**config.mk**
```make
export PLATFORM = sky130hd
export DESIGN_NAME = relu_seq_ctrl_flat
export DESIGN_NICKNAME = d
export VERILOG_FILES = /design/src/rtl/mnist_pkg.sv /design/src/rtl/relu_seq_ctrl_if.sv /design/src/rtl/relu_unit.sv /design/src/rtl/relu_seq_ctrl.sv /design/src/flat_wrapper.sv
export SDC_FILE = /design/constraint.sdc
export NUM_CORES = 1
export LEC_CHECK = 0
export CAP_MARGIN = 25
export CORE_ASPECT_RATIO = 1.5
export CORE_UTILIZATION = 35
export CTS_CLUSTER_SIZE = 8
export DETAILED_ROUTE_END_ITERATION = 10
export HOLD_SLACK_MARGIN = 0.05
export PLACE_DENSITY_LB_ADDON = 0.2
export SETUP_SLACK_MARGIN = 0.15
export SLEW_MARGIN = 20
export SYNTH_ARGS = -nofsm -noshare
export SYNTH_HDL_FRONTEND = slang
export SYNTH_SLANG_ARGS = --single-unit
```
**constraint.sdc**
```tcl
create_clock -name clk -period 4 [get_ports clk]
set_input_delay 0.6 -clock clk [delete_from_list [all_inputs] [get_ports clk]]
set_output_delay 0.6 -clock clk [all_outputs]
set_load 0.03 [all_outputs]
```
**src/rtl/mnist_pkg.sv**
```systemverilog
// Shared types and default sizing for the MNIST inference datapath blocks.
package mnist_pkg;

    localparam int unsigned NNeuronsDefault = 32;
    localparam int unsigned DataWDefault    = 32;

    // Smallest index width that can address n entries (at least one bit).
    function automatic int unsigned idx_w_for(input int unsigned n);
        return (n > 1) ? $clog2(n) : 1;
    endfunction

    localparam int unsigned IdxWDefault = idx_w_for(NNeuronsDefault);

    typedef enum logic [2:0] {
        StIdle,
        StRead,
        StCapt,
        StOut,
        StDone
    } relu_state_e;

endpackage

```
**src/rtl/relu_seq_ctrl_if.sv**
```systemverilog
// Bus bundle for relu_seq_ctrl: FC1 result-memory read port plus the activation output stream.
interface relu_seq_ctrl_if #(
    parameter int unsigned DATA_W = mnist_pkg::DataWDefault,
    parameter int unsigned IDX_W  = mnist_pkg::IdxWDefault
) ();

    logic              rd_en;
    logic [IDX_W-1:0]  rd_addr;
    logic [DATA_W-1:0] rd_data;

    logic              out_valid;
    logic              out_ready;
    logic [DATA_W-1:0] out_data;
    logic [IDX_W-1:0]  out_idx;
    logic              out_last;

    // Controller side.
    modport master (
        output rd_en,
        output rd_addr,
        input  rd_data,
        output out_valid,
        input  out_ready,
        output out_data,
        output out_idx,
        output out_last
    );

    // Memory and stream-consumer side.
    modport slave (
        input  rd_en,
        input  rd_addr,
        output rd_data,
        input  out_valid,
        output out_ready,
        input  out_data,
        input  out_idx,
        input  out_last
    );

endinterface

```
**src/rtl/relu_unit.sv**
```systemverilog
// Combinational signed ReLU: strictly positive inputs pass, zero and negatives become zero.
module relu_unit
    import mnist_pkg::*;
#(
    parameter int unsigned DATA_W = DataWDefault
) (
    input  logic [DATA_W-1:0] i_data,
    output logic [DATA_W-1:0] o_data
);

    logic w_positive;

    // Sign bit clear and not all-zero is exactly "signed value > 0".
    assign w_positive = ~i_data[DATA_W-1] & (|i_data);
    assign o_data     = w_positive ? i_data : '0;

endmodule

```
**src/rtl/relu_seq_ctrl.sv**
```systemverilog
// Walks the FC1 result memory, applies ReLU per element and streams activations out.
// Optional nonzero-activation counter port nz_count is built when RELU_SEQ_STATS_EN is defined.
module relu_seq_ctrl
    import mnist_pkg::*;
#(
    parameter int unsigned N_NEURONS = NNeuronsDefault,
    parameter int unsigned DATA_W    = DataWDefault,
    parameter int unsigned IDX_W     = idx_w_for(N_NEURONS)
) (
    input  logic                 clk,
    input  logic                 resetn,
    input  logic                 start,
    input  logic                 abort,
    relu_seq_ctrl_if.master      bus,
    output logic                 busy,
`ifdef RELU_SEQ_STATS_EN
    output logic                 done,
    output logic [IDX_W:0]       nz_count
`else
    output logic                 done
`endif
);

    localparam logic [IDX_W-1:0] LastIdx = IDX_W'(N_NEURONS - 1);

    relu_state_e       r_state;
    logic [IDX_W-1:0]  r_idx;
    logic              r_rd_en;
    logic [IDX_W-1:0]  r_rd_addr;
    logic              r_out_valid;
    logic [DATA_W-1:0] r_out_data;
    logic [IDX_W-1:0]  r_out_idx;
    logic              r_out_last;
    logic              r_busy;
    logic              r_done;

    logic [DATA_W-1:0] w_relu;
    logic              w_hs;

    relu_unit #(
        .DATA_W (DATA_W)
    ) u_relu (
        .i_data (bus.rd_data),
        .o_data (w_relu)
    );

    // out_valid is only ever set while in StOut, so this is the OUT handshake.
    assign w_hs = r_out_valid & bus.out_ready;

    always_ff @(posedge clk or negedge resetn) begin
        if (!resetn) begin
            r_state     <= StIdle;
            r_idx       <= '0;
            r_rd_en     <= 1'b0;
            r_rd_addr   <= '0;
            r_out_valid <= 1'b0;
            r_out_data  <= '0;
            r_out_idx   <= '0;
            r_out_last  <= 1'b0;
            r_busy      <= 1'b0;
            r_done      <= 1'b0;
        end else if (abort) begin
            // Abort wins over start and over a same-cycle handshake.
            r_state     <= StIdle;
            r_rd_en     <= 1'b0;
            r_out_valid <= 1'b0;
            r_busy      <= 1'b0;
            r_done      <= 1'b0;
        end else begin
            r_rd_en <= 1'b0;
            r_done  <= 1'b0;
            unique case (r_state)
                StIdle: begin
                    if (start) begin
                        r_state   <= StRead;
                        r_idx     <= '0;
                        r_rd_en   <= 1'b1;
                        r_rd_addr <= '0;
                        r_busy    <= 1'b1;
                    end
                end
                StRead: begin
                    r_state <= StCapt;
                end
                StCapt: begin
                    r_out_data  <= w_relu;
                    r_out_idx   <= r_idx;
                    r_out_last  <= (r_idx == LastIdx);
                    r_out_valid <= 1'b1;
                    r_state     <= StOut;
                end
                StOut: begin
                    if (w_hs) begin
                        r_out_valid <= 1'b0;
                        if (r_out_last) begin
                            r_state <= StDone;
                            r_busy  <= 1'b0;
                            r_done  <= 1'b1;
                        end else begin
                            r_state   <= StRead;
                            r_idx     <= r_idx + 1'b1;
                            r_rd_addr <= r_idx + 1'b1;
                            r_rd_en   <= 1'b1;
                        end
                    end
                end
                StDone: begin
                    r_state <= StIdle;
                end
                default: begin
                    r_state <= StIdle;
                    r_busy  <= 1'b0;
                end
            endcase
        end
    end

    assign bus.rd_en     = r_rd_en;
    assign bus.rd_addr   = r_rd_addr;
    assign bus.out_valid = r_out_valid;
    assign bus.out_data  = r_out_data;
    assign bus.out_idx   = r_out_idx;
    assign bus.out_last  = r_out_last;
    assign busy          = r_busy;
    assign done          = r_done;

`ifdef RELU_SEQ_STATS_EN
    logic [IDX_W:0] r_nz_count;

    always_ff @(posedge clk or negedge resetn) begin
        if (!resetn) begin
            r_nz_count <= '0;
        end else if (!abort) begin
            if (r_state == StIdle && start) begin
                r_nz_count <= '0;
            end else if (r_state == StOut && w_hs && (r_out_data != '0)) begin
                r_nz_count <= r_nz_count + 1'b1;
            end
        end
    end

    assign nz_count = r_nz_count;
`endif

endmodule
```
**src/flat_wrapper.sv**
```systemverilog
// flat-port wrapper written by rule: the top's interface ports become plain ports
module relu_seq_ctrl_flat import mnist_pkg::*;
#(
    parameter int unsigned N_NEURONS = NNeuronsDefault,
    parameter int unsigned DATA_W    = DataWDefault,
    parameter int unsigned IDX_W     = idx_w_for(N_NEURONS)
)
  (clk, resetn, start, abort, busy, done, bus_rd_en, bus_rd_addr, bus_rd_data, bus_out_valid, bus_out_ready, bus_out_data, bus_out_idx, bus_out_last);
  relu_seq_ctrl_if #(.DATA_W(DATA_W), .IDX_W(IDX_W)) bus_i ();
  input  logic clk;
  input  logic resetn;
  input  logic start;
  input  logic abort;
  output logic busy;
  output logic done;
  output wire logic [$bits(bus_i.rd_en)-1:0] bus_rd_en;
  output wire logic [$bits(bus_i.rd_addr)-1:0] bus_rd_addr;
  input wire logic [$bits(bus_i.rd_data)-1:0] bus_rd_data;
  output wire logic [$bits(bus_i.out_valid)-1:0] bus_out_valid;
  input wire logic [$bits(bus_i.out_ready)-1:0] bus_out_ready;
  output wire logic [$bits(bus_i.out_data)-1:0] bus_out_data;
  output wire logic [$bits(bus_i.out_idx)-1:0] bus_out_idx;
  output wire logic [$bits(bus_i.out_last)-1:0] bus_out_last;
  assign bus_rd_en = bus_i.rd_en;
  assign bus_rd_addr = bus_i.rd_addr;
  assign bus_i.rd_data = bus_rd_data;
  assign bus_out_valid = bus_i.out_valid;
  assign bus_i.out_ready = bus_out_ready;
  assign bus_out_data = bus_i.out_data;
  assign bus_out_idx = bus_i.out_idx;
  assign bus_out_last = bus_i.out_last;
  relu_seq_ctrl #(.N_NEURONS(N_NEURONS), .DATA_W(DATA_W), .IDX_W(IDX_W)) u_core (.clk(clk), .resetn(resetn), .start(start), .abort(abort), .bus(bus_i), .busy(busy), .done(done));
endmodule
```
==> impl_metrics.tcl, run 1 <==
set metrics [dict create \
    yosys.area.top_type "dfrtp_1" \
    critPathTopFamily "buffers and inverters" \
    cts_buffer_depth 2 \
    yosysSeqAreaShare 0.552 \
    power_density_nw_per_um2 460 \
    crit_path_end_kind "register" \
    synthesis.instances 228 \
    final_cells 384 \
    grt_pass1_vias 1850 \
    place_congestion 0.739 \
    placed_cells 376 \
    path_class "in2reg" \
    arrival_ns 2.55 \
    drive_above_1_share 0.135 \
    grt_max_degree 38 \
    grt_overflow 0 \
    combPwrFrac 0.341 \
    synth_top_area_share 0.552 \
    post_cts_resized 0 \
    numCtsBuffers 5 \
    timing.hold.ws_ns 0.315 \
    slew_headroom 0.578 \
    root_buffer "clkbuf_8" \
    crit_slowest_cell "nor4_1" \
    vias 1883 \
    post_drt_wl_per_cell_um 14.8 \
    ant_nets 0 \
    post_cts_buffers 0 \
    initial_core_util 0.367 \
    grt_usage 0.179 \
    drc 0 \
    power_frac_seq 0.425 \
    postCtsHoldBufs 0 \
    timing.fmax_mhz 419 \
    fp.coreArea_um2 6170 \
    hpwl_mm 4.13 \
    via_per_inst 4.90 \
    die_w_um 67.7 \
    p_leak_nw 1.41 \
    synth.top_cells.by_count "nand2_1 (82), dfrtp_1 (50), o21ai_2 (24)" \
    path_buf_inv 2 \
    ios 84 \
    dr.pass1.iters 4 \
    hold_path_class "in2async" \
    crit_chain "clkdlybuf4s50_1 -> nor4_1 -> nand4_1 -> o21bai_4 -> buf_4 -> o21ai_0" \
    yosysWarnings 0 \
    ys.flop_type "dfrtp_1" \
    drt_iter0_drc 93 \
    tightest_slew_ns 0.633 \
    synth_seq_cells 50 \
    grt_pass1_wl_mm 9.00 \
    critical_path.max_fanout 31 \
    syn_to_final_growth_pct 43.2 \
    insertion_delay_ns 0.30 \
    portBuffers 83 \
    pwr-share-clk 0.235 \
    antennaDiodeCount 0 \
    routed_wirelength_mm 5.69 \
    p_switching_w 0.000501 \
    synth_top_cells_by_area "dfrtp_1 (55%), nand2_1 (14%), o21ai_2 (9.3%)" \
    tns_ns 0 \
    cts_tree "yes" \
    finClkSkew_ns 0.00515 \
    die_area_um2 6810 \
    cp_data_required_time_ns 4.16 \
    netlist_area_um2 2270 \
    hold_violations 0 \
    cap_viol_max_count 0 \
    final_nets 348 \
    die_y_um 101 \
    slowest_delay_ns 0.53 \
    rsz0062_at_grt "false" \
    fp-row-count 35 \
    synthesis.nets 267 \
    clkSlewWorstSetupHoldPaths_ns 0.09 \
    min_period_ns 2.39 \
    ir_drop_mv 0.272 \
    synth.most_common_cell "nand2_1" \
    synth_edf_count 0 \
    intPower_w 0.000991 \
    async_flop_share 1.00 \
    synth.distinct_cells 33 \
    avgSynthCellArea_um2 9.94 \
    min_period_over_period 0.597 \
    clock_sinks 50 \
    status "complete, no violations" \
    start_kind "input port" \
    htreeDepth 2 \
    switching_share 0.336 \
    antenna_found_initial 0 \
    slew_violations 0 \
    setup_viol_count_final 0 \
]
## through the flow
stage	util	worst slack, ns	area (um2)	total power (W)
2_1_floorplan	-	2.34	2270	0.000921
3_3_place_gp	0.508	1.27	3140	0.00115
3_5_place_dp	0.508	1.25	3140	0.00116
4_1_cts	0.525	1.57	3240	0.00152
5_1_grt	0.525	1.53	3240	0.00157
6_report	0.525	1.61	3240	0.00149
## state kept, by name, summed over array words and instances, names as in the netlist
signal / cells
u_core.bus.out_valid: 1
u_core.done: 1
u_core.bus.rd_addr: 5
u_core.r_state: 3
u_core.bus.out_data: 32
u_core.bus.rd_en: 1
u_core.busy: 1
u_core.bus.out_idx: 5
u_core.bus.out_last: 1
## final cells by class
| type | count | area [um2] |
|---|---|---|
| clock buffers | 7 | 76.3 |
| clock inverters | 1 | 30.0 |
| fillers | 601 | 2930 |
| inverters | 1 | 3.75 |
| multi-input cells | 164 | 935 |
| flip-flops and latches | 50 | 1250 |
| well taps | 74 | 92.6 |
| repair buffers | 87 | 856 |
## path summary, 6_finish.rpt
check / from / endpoint / slack (ns) / cells after the start
setup / recovery: bus_rd_data[0] / u_core.bus.out_data[21] / 1.61 / 6
hold / removal: resetn / u_core.bus.out_data[25] / 0.31 / 1
setup reg to reg: u_core.r_state[2] / u_core.bus.out_data[24] / 2.25 / 5
hold reg to reg: u_core.bus.out_data[7] / u_core.bus.out_data[7] / 0.48 / 2
max in group asynchronous: resetn / u_core.bus.out_data[17] / 2.93 / 2
min in group clk: u_core.bus.out_data[7] / u_core.bus.out_data[7] / 0.48 / 2
## cell usage in the layout (no fill, tap or decap), drive strengths merged
| master | instances |
|---|---|
| bufinv | 1 |
| a22o | 2 |
| a2bb2oi | 1 |
| nor3 | 2 |
| and3 | 3 |
| clkdlybuf4s50 | 82 |
| and4 | 1 |
| a21oi | 2 |
| a22oi | 1 |
| clkbuf | 7 |
| nor2 | 5 |
| nand3b | 4 |
| o21ai | 34 |
| nor3b | 4 |
| xor2 | 1 |
| dfrtp | 50 |
| or2 | 1 |
| nand2 | 84 |
| buf | 5 |
| inv | 1 |
| nor4b | 1 |
| and2 | 2 |
| o21bai | 1 |
| nand3 | 2 |
| a211o | 1 |
| nand4 | 2 |
| nor4 | 8 |
| ha | 2 |
## power by group through the flow
stage | clock network [W] | registers, W | logic [W]
6_report | 0.000350 | 0.000633 | 0.000508
5_1_grt | 0.000385 | 0.000645 | 0.000545
4_1_cts | 0.000364 | 0.000636 | 0.000516
3_5_place_dp | 0 | 0.000647 | 0.000514
3_3_place_gp | 0 | 0.000642 | 0.000511
2_1_floorplan | 0 | 0.000795 | 0.000126
## routing by layer
metal,up-vias,share of wire,GRT usage
li1,928,-,-
met1,896,0.39,0.197
met2,55,0.53,0.318
met3,4,0.069,0.0566
met4,0,0.0093,0.0540
met5,-,0,0
## logic make-up after synthesis
| logic type | Yosys count | share of synthesized area |
|---|---|---|
| xor gates and xnor gates | 1 | 0.00387 |
| DFF | 50 | 0.552 |
| and+or+nand+nor | 119 | 0.245 |
| adders and majority gates | 2 | 0.0110 |
| AOI/OAI and AO/OA | 42 | 0.147 |
| buffers and inverters | 14 | 0.0403 |
Note: power is estimated with default switching activity, not from simulation.
==> inputs of run 2 (changes only) <==
==> constraint.sdc (replaced) <==
create_clock -name clk -period 2.4 [get_ports clk]
set_input_delay 0.36 -clock clk [delete_from_list [all_inputs] [get_ports clk]]
set_output_delay 0.36 -clock clk [all_outputs]
set_load 0.03 [all_outputs]
==> run 2 against run 1 <==
- clock skew increased by 0.00093 ns
- core utilization increased by 0.61 points
- critical path depth unchanged
- sequential cell count unchanged
- routed wire length increased by 0.46%
- cell count increased by 1.3%
- sequential share of layout area decreased by 0.44 points
- setup slack got worse by 1.1 ns
- worst hold slack improved by 0.17 ns
==> impl_metrics.tcl, run 2 (synthesized netlist as in run 1, its figures left out) <==
set metrics [dict create \
    numCtsBuffers 5 \
    slew_headroom 0.649 \
    p_leak_nw 1.44 \
    grt_pass1_vias 1922 \
    postCtsHoldBufs 1 \
    ir_drop_mv 0.354 \
    grt_max_degree 39 \
    htreeDepth 2 \
    multiInputGateArea_um2 935 \
    syn_to_final_growth_pct 44.8 \
    fp.coreArea_um2 6170 \
    post_cts_resized 0 \
    portBuffers 83 \
    mostFrequentLayoutCells "nand2_1 (82), clkdlybuf4s50_1 (82), dfrtp_1 (50)" \
    antennaDiodeCount 0 \
    rsz0062_at_grt "false" \
    arrival_ns 2.09 \
    post_drt_wl_per_cell_um 14.7 \
    min_period_ns 1.91 \
    clock_sinks 50 \
    insertion_delay_ns 0.30 \
    critical_path.max_fanout 31 \
    ant_nets 0 \
    die_y_um 101 \
    cts_tree "yes" \
    hold_path_class "reg2reg" \
    cp_data_required_time_ns 2.58 \
    path_class "in2reg" \
    largest_register_ffs 32 \
    power_density_nw_per_um2 736 \
    initial_core_util 0.367 \
    slew_violations 0 \
    drc 0 \
    start_kind "input port" \
    post_cts_buffers 0 \
    routed_wirelength_mm 5.71 \
    timing.fmax_mhz 524 \
    status "complete, no violations" \
    setup_viol_count_final 0 \
    grt_usage 0.183 \
    drt_iter0_drc 159 \
    pre_cts_ws_ns 0.125 \
    layout_setup_ws_ns 0.492 \
    hpwl_mm 4.12 \
    vias 1923 \
    place_congestion 0.736 \
    regArea_um2 1250 \
    die_w_um 67.7 \
    via_per_inst 4.94 \
    dr.pass1.iters 5 \
    grt_pass1_wl_mm 9.25 \
    tns_ns 0 \
    drive_above_1_share 0.149 \
    post-route-util 0.532 \
    finClkSkew_ns 0.00608 \
    root_buffer "clkbuf_8" \
    fp-row-count 35 \
    n_fill_cell 576 \
    grt_overflow 0 \
    final_nets 353 \
    tightest_slew_ns 0.522 \
    hold_violations 0 \
    crit_path_end_kind "register" \
    cts_buffer_depth 2 \
    placed_cells 380 \
    min_period_over_period 0.795 \
    ios 84 \
    die_area_um2 6810 \
    antenna_found_initial 0 \
    final_cells 389 \
    cap_viol_max_count 0 \
    clkSlewWorstSetupHoldPaths_ns 0.09 \
]
## run 2: cell types whose count changed in the layout (fill, tap and decap cells not counted)
| cell | before | now |
|---|---|---|
| buf_12 | 0 | 1 |
| clkbuf_1 | 2 | 1 |
| dlygate4sd3_1 | 0 | 1 |
| clkinv_2 | 0 | 1 |
| buf_4 | 4 | 7 |
| bufinv_16 | 1 | 0 |
| clkbuf_8 | 5 | 6 |
## run 2: final cells by class
cell class / count / area share
Clock inverter: 1 / 0.00152
Clock buffer: 7 / 0.0263
Tap cell: 74 / 0.0282
Multi-Input combinational cell: 164 / 0.285
Inverter: 1 / 0.00114
Sequential cell: 50 / 0.381
Timing Repair Buffer: 92 / 0.277
## run 2: report_power, final
group          switching, W  internal (W)
Sequential        0.0000765      0.000975
Clock              0.000275      0.000233
Combinational      0.000485      0.000370
## run 2: path summary, 6_finish.rpt
path | cells past startpoint | slack [ns] | to | startpoint
setup / recovery | 6 | 0.49 | u_core.bus.out_data[25] | bus_rd_data[24]
hold / removal | 2 | 0.48 | u_core.bus.out_data[13] | u_core.bus.out_data[13]
setup reg to reg | 4 | 0.72 | u_core.bus.rd_addr[2] | u_core.r_state[1]
hold reg to reg | 2 | 0.48 | u_core.bus.out_data[13] | u_core.bus.out_data[13]
max in group asynchronous | 3 | 1.27 | u_core.bus.out_data[10] | resetn
min in group asynchronous | 2 | 0.52 | u_core.busy | resetn
## run 2: worst max-delay path: stages
cell	delay [ns]
clkdlybuf4s50_1	0.44
nor4_1	0.47
nand4_1	0.24
o21bai_4	0.21
buf_12	0.24
o21ai_0	0.12
## run 2: per-stage QoR
step                cell area [um2]  hold slack (ns)  total power, W
floorplan                      2270           0.0644         0.00153
global placement               3180            0.315         0.00193
detailed placement             3180            0.313         0.00193
CTS                            3280            0.485         0.00245
global route                   3280            0.511         0.00255
finish                         3280            0.482         0.00241
## run 2: per-layer routing
layer	track usage	routed length (um)
met4	0.0540	62
met1	0.207	2310
met2	0.328	3020
met5	0	0
met3	0.0419	324
